`src/rtl/alu_cmd_sequencer.sv`:
```
// Command sequencer in front of a registered ALU top.
// Takes one operation per valid/ready command, holds the operands steady on the
// ALU inputs for the pipeline latency, captures result and flags, and holds the
// response until the host consumes it.
//
// state   | meaning
// --------+-----------------------------------------------------------
// IDLE    | ready for a command; alu_* keep the last command issued
// WAIT    | operands held on the ALU, counting down the pipeline delay
// CAPTURE | ALU output valid; result and flags latched at closing edge
// RESP    | response held until rsp_ready, then op_count advances
module alu_cmd_sequencer #(
  parameter int N       = 4,
  parameter int LATENCY = 2,
  parameter int CNT_W   = 8
) (
  input  logic             clk,
  input  logic             rst,
  input  logic             cmd_valid,
  output logic             cmd_ready,
  input  logic [N-1:0]     cmd_a,
  input  logic [N-1:0]     cmd_b,
  input  logic [3:0]       cmd_op,
  output logic [N-1:0]     alu_a,
  output logic [N-1:0]     alu_b,
  output logic [3:0]       alu_op,
  input  logic [N-1:0]     alu_r,
  input  logic             alu_c,
  input  logic             alu_z,
  input  logic             alu_n,
  input  logic             alu_v,
  output logic             rsp_valid,
  input  logic             rsp_ready,
  output logic [N-1:0]     rsp_r,
  output logic [3:0]       rsp_flags,
  output logic [CNT_W-1:0] op_count,
  output logic             busy
);

  localparam int WC_W = (LATENCY < 2) ? 1 : $clog2(LATENCY + 1);
  localparam logic [WC_W-1:0] LAT_V  = WC_W'(LATENCY);
  localparam logic [WC_W-1:0] WC_ONE = WC_W'(1);

  typedef enum logic [1:0] {
    S_IDLE    = 2'd0,
    S_WAIT    = 2'd1,
    S_CAPTURE = 2'd2,
    S_RESP    = 2'd3
  } state_t;

  state_t           state_q, state_d;
  logic [WC_W-1:0]  wcnt_q, wcnt_d;
  logic [N-1:0]     alu_a_q, alu_a_d;
  logic [N-1:0]     alu_b_q, alu_b_d;
  logic [3:0]       alu_op_q, alu_op_d;
  logic             rsp_valid_q, rsp_valid_d;
  logic [N-1:0]     rsp_r_q, rsp_r_d;
  logic [3:0]       rsp_flags_q, rsp_flags_d;
  logic [CNT_W-1:0] op_count_q, op_count_d;

  // State and datapath registers; reset aborts any operation in flight.
  always_ff @(posedge clk or negedge rst) begin
    if (!rst) begin
      state_q     <= S_IDLE;
      wcnt_q      <= '0;
      alu_a_q     <= '0;
      alu_b_q     <= '0;
      alu_op_q    <= '0;
      rsp_valid_q <= 1'b0;
      rsp_r_q     <= '0;
      rsp_flags_q <= '0;
      op_count_q  <= '0;
    end else begin
      state_q     <= state_d;
      wcnt_q      <= wcnt_d;
      alu_a_q     <= alu_a_d;
      alu_b_q     <= alu_b_d;
      alu_op_q    <= alu_op_d;
      rsp_valid_q <= rsp_valid_d;
      rsp_r_q     <= rsp_r_d;
      rsp_flags_q <= rsp_flags_d;
      op_count_q  <= op_count_d;
    end
  end

  // Next-state and register updates; everything holds unless the state acts on it.
  always_comb begin
    state_d     = state_q;
    wcnt_d      = wcnt_q;
    alu_a_d     = alu_a_q;
    alu_b_d     = alu_b_q;
    alu_op_d    = alu_op_q;
    rsp_valid_d = rsp_valid_q;
    rsp_r_d     = rsp_r_q;
    rsp_flags_d = rsp_flags_q;
    op_count_d  = op_count_q;
    case (state_q)
      S_IDLE: begin
        if (cmd_valid) begin
          alu_a_d  = cmd_a;
          alu_b_d  = cmd_b;
          alu_op_d = cmd_op;
          wcnt_d   = LAT_V;
          state_d  = S_WAIT;
        end
      end
      S_WAIT: begin
        // A zero count can only come from a degenerate LATENCY; treat it as done.
        if (wcnt_q <= WC_ONE) begin
          wcnt_d  = '0;
          state_d = S_CAPTURE;
        end else begin
          wcnt_d = wcnt_q - WC_ONE;
        end
      end
      S_CAPTURE: begin
        rsp_r_d     = alu_r;
        rsp_flags_d = {alu_c, alu_z, alu_n, alu_v};
        rsp_valid_d = 1'b1;
        state_d     = S_RESP;
      end
      S_RESP: begin
        if (rsp_ready) begin
          rsp_valid_d = 1'b0;
          op_count_d  = op_count_q + CNT_W'(1);
          state_d     = S_IDLE;
        end
      end
      default: state_d = S_IDLE;
    endcase
  end

  // Ready is gated by reset so the host never sees ready while held in reset.
  assign cmd_ready = (state_q == S_IDLE) && rst;
  assign busy      = (state_q != S_IDLE);
  assign alu_a     = alu_a_q;
  assign alu_b     = alu_b_q;
  assign alu_op    = alu_op_q;
  assign rsp_valid = rsp_valid_q;
  assign rsp_r     = rsp_r_q;
  assign rsp_flags = rsp_flags_q;
  assign op_count  = op_count_q;

endmodule

```
`config.mk`:
```
export PLATFORM = sky130hd
export DESIGN_NAME = alu_cmd_sequencer
export DESIGN_NICKNAME = d
export VERILOG_FILES = /design/src/rtl/alu_cmd_sequencer.sv
export SDC_FILE = /design/constraint.sdc
export NUM_CORES = 1
export LEC_CHECK = 0
export CAP_MARGIN = 40
export CORE_MARGIN = 1
export CORE_UTILIZATION = 30
export CTS_BUF_LIST = sky130_fd_sc_hd__clkbuf_4
export DETAILED_ROUTE_END_ITERATION = 16
export SLEW_MARGIN = 20
export SYNTH_ARGS = -nofsm -noshare
export SYNTH_HDL_FRONTEND = slang
export SYNTH_SLANG_ARGS = --single-unit
```
`constraint.sdc`:
```
create_clock -name clk -period 3 [get_ports clk]
set_clock_uncertainty 0.1 [all_clocks]
set_input_delay 0.6 -clock clk [delete_from_list [all_inputs] [get_ports clk]]
set_output_delay 0.6 -clock clk [all_outputs]
set_load 0.03 [all_outputs]
```
==> results.toml <==
[run_status]
outcome = "finished clean"

[global_routing]
grt_max_degree = 34
grt_pass1_wl_mm = 4.82
grt.total_usage_pct = 12.5
gr-total-overflow = 0
antenna_found_initial = 0
grt_pass1_vias = 1054

[critical_path]
required_ps = 2300
rrSetupSlack_ps = 1190
crit_path_start_kind = "register"
critical_path_class = "reg -> out"
critPathMaxFanout = 7
endpoint_kind = "primary output"
arrival_ps = 1840

[detailed_routing]
drt_iter0_markers = 29
wl_mm = 2.81
num_vias = 977
wire_per_inst_um = 13.1
drc = 0
ant_nets = 0
via_per_inst = 4.54
first_pass_iters = 4

[timing]
period_share_pct = 84.7
setup_viol = 0
setup_tns_ps = 0
relSlewSlack_pct = 64.5
tightest_slew_ps = 531
hold_ws_ps = 370
finalHoldViolCount = 0
finalMaxSlewViolations = 0
finalCriticalPeriod_ps = 2540
rsz0062_at_grt = "no"
fmax_ghz = 0.394

[clocking]
cts_root_buffer = "clkbuf_4"
hold_buffers = 0
clkTransAtPathRegs_ps = 90
clockBufferDepth = 2
clk_latency_ps = 330
numCtsBuffers = 5
htreeDepth = 2
clock_sinks = 33
cts_setup_buffers = 0
cts_resized = 0
cts_tree = "done"

[die]
die_h_um = 70.0
die_w_um = 70.0
top_level_ports = 55
initial_utilization_pct = 31.6
core.rowCount = 24
die-area_um2 = 4900
core_area_um2 = 4380

[synth]
synth_seq_cells = 33
synth.avg_cell_area_um2 = 13.6
post-synth-top-area-cell = "dfrtp_1"
synthMuxAreaShare_pct = 18.9
ys_types = 22
synth_xor_area_share_pct = 4.42
synth_top_family_by_area = "multiplexers"
synthTopCellsByArea = "dfrtp_1, mux2_2, ha_1"
synth_warnings = 0
synth_seq_area_share_pct = 59.6
yosysTopAreaCellShare_pct = 59.6
syn_inst = 102
synth_fp_nets = 131
yosys.area_share.simple_pct = 6.86
synthesis.area_um2 = 1390
synth-compound-area-share_pct = 3.43
synth_adder_area_share_pct = 4.51

[pwr]
switching_share_pct = 40.6
powerDensity_nw_per_um2 = 1140
clockPowerShare_pct = 11.1
internal_power_uw = 1390
pwr-share-seq_pct = 33.7
p_leak_uw = 0.000890
peakVddDrop_mv = 0.478
combPwrFrac_pct = 55.3
switching_power_uw = 948

[cells_and_area]
fillers = 408
final_nets = 191
area_growth_pct = 47.7
layout-drive-gt1-share_pct = 21.5
n_antenna_cell = 0

[placed_design]
hpwl_mm = 2.09
portBuffers = 54
place.gp.congestion = 0.689

[flow_run]
cap_violations = 0

[worst_hold_path]
min_path_type = "reg -> reg"
==> logic make-up after synthesis <==
kind of cell / Yosys count
multiplexers: 23
AO/OA/AOI/OAI: 7
AND/OR/NAND/NOR: 19
adder cells (fa/ha/maj): 5
flip-flops: 33
buffers and inverters: 8
XOR/XNOR: 7
==> path summary, 6_finish.rpt <==
| path | start | end | cells past startpoint |
|---|---|---|---|
| hold / removal | op_count[7] | op_count[7] | 1 |
| hold reg to reg | op_count[7] | op_count[7] | 1 |
| min in group asynchronous | rst | wcnt_q[1] | 2 |
| setup / recovery | state_q[0] | busy | 4 |
| setup reg to reg | state_q[0] | alu_b[1] | 4 |
| max in group asynchronous | rst | rsp_r[1] | 2 |
==> synth_stat cells <==
master	number
nor2_1	6
ha_1	5
inv_1	6
xnor2_1	4
o2bb2ai_1	1
mux2i_1	1
mux2_2	21
nor4_1	1
nand3_1	3
o31ai_1	1
mux2_4	1
nor3_1	1
dfrtp_1	33
and2_2	1
buf_2	2
o21ai_0	3
nand2_1	5
nand4_1	1
xor2_1	3
a21oi_1	1
a221o_2	1
nor2b_4	1
==> per-layer routing <==
layer / part of all wire [%] / track usage (%)
met2: 51 / 21.5
met5: 0 / 0
met1: 42 / 14.4
met3: 6.2 / 4.47
met4: 1.5 / 4.00
==> cell type report <==
cell class                 instances  area, µm²  share of cell area [%]
multi-input combinational         61        528                    25.8
inverter                           6       22.5                    1.10
timing repair buffer              55        546                    26.7
sequential                        33        826                    40.3
tap                               52       65.1                    3.18
clock buffer                       8       60.1                    2.93
==> placed cells by master, fill, tap and decap left out, types with 2 or more instances in the layout <==
cell and n:
buf_4 2, clkbuf_4 8, clkdlybuf4s50_1 53, dfrtp_1 33, ha_1 5, inv_1 6
mux2_2 21, nand2_1 5, nand3_1 3, nor2_1 6, o21ai_0 3, xnor2_1 4
xor2_1 3
==> power groups by stage <==
stage	sequential (µW)	clock (µW)	combinational, µW
5_1_grt	823	296	1370
2_1_floorplan	1140	0	445
3_5_place_dp	796	0	1300
4_1_cts	789	273	1310
6_report	787	258	1290
3_3_place_gp	783	0	1290
==> flip-flops by register name, indices dropped and copies added, names as in the netlist <==
signal,count
state_q,2
wcnt_q,2
rsp_flags,4
op_count,8
rsp_valid,1
alu_b,4
rsp_r,4
alu_op,4
alu_a,4
==> through the flow <==
stage | power [µW] | worst slack, ps | utilization (%) | cell area (µm²) | cells
detailed placement | 2100 | 815 | 45.3 | 1990 | 207
floorplan | 1580 | 1340 | - | 1390 | 102
CTS | 2370 | 441 | 46.7 | 2050 | 215
global placement | 2070 | 834 | 45.3 | 1990 | 207
global route | 2490 | 331 | 46.7 | 2050 | 215
finish | 2340 | 460 | 46.7 | 2050 | 215
==> worst max-delay path, cell delays in order, from the launching register on <==
cell,delay (ps)
dfrtp_1,390
inv_1,90
ha_1,280
inv_1,80
clkdlybuf4s50_1,660
No activity file was read; power rests on OpenSTA's default activity.
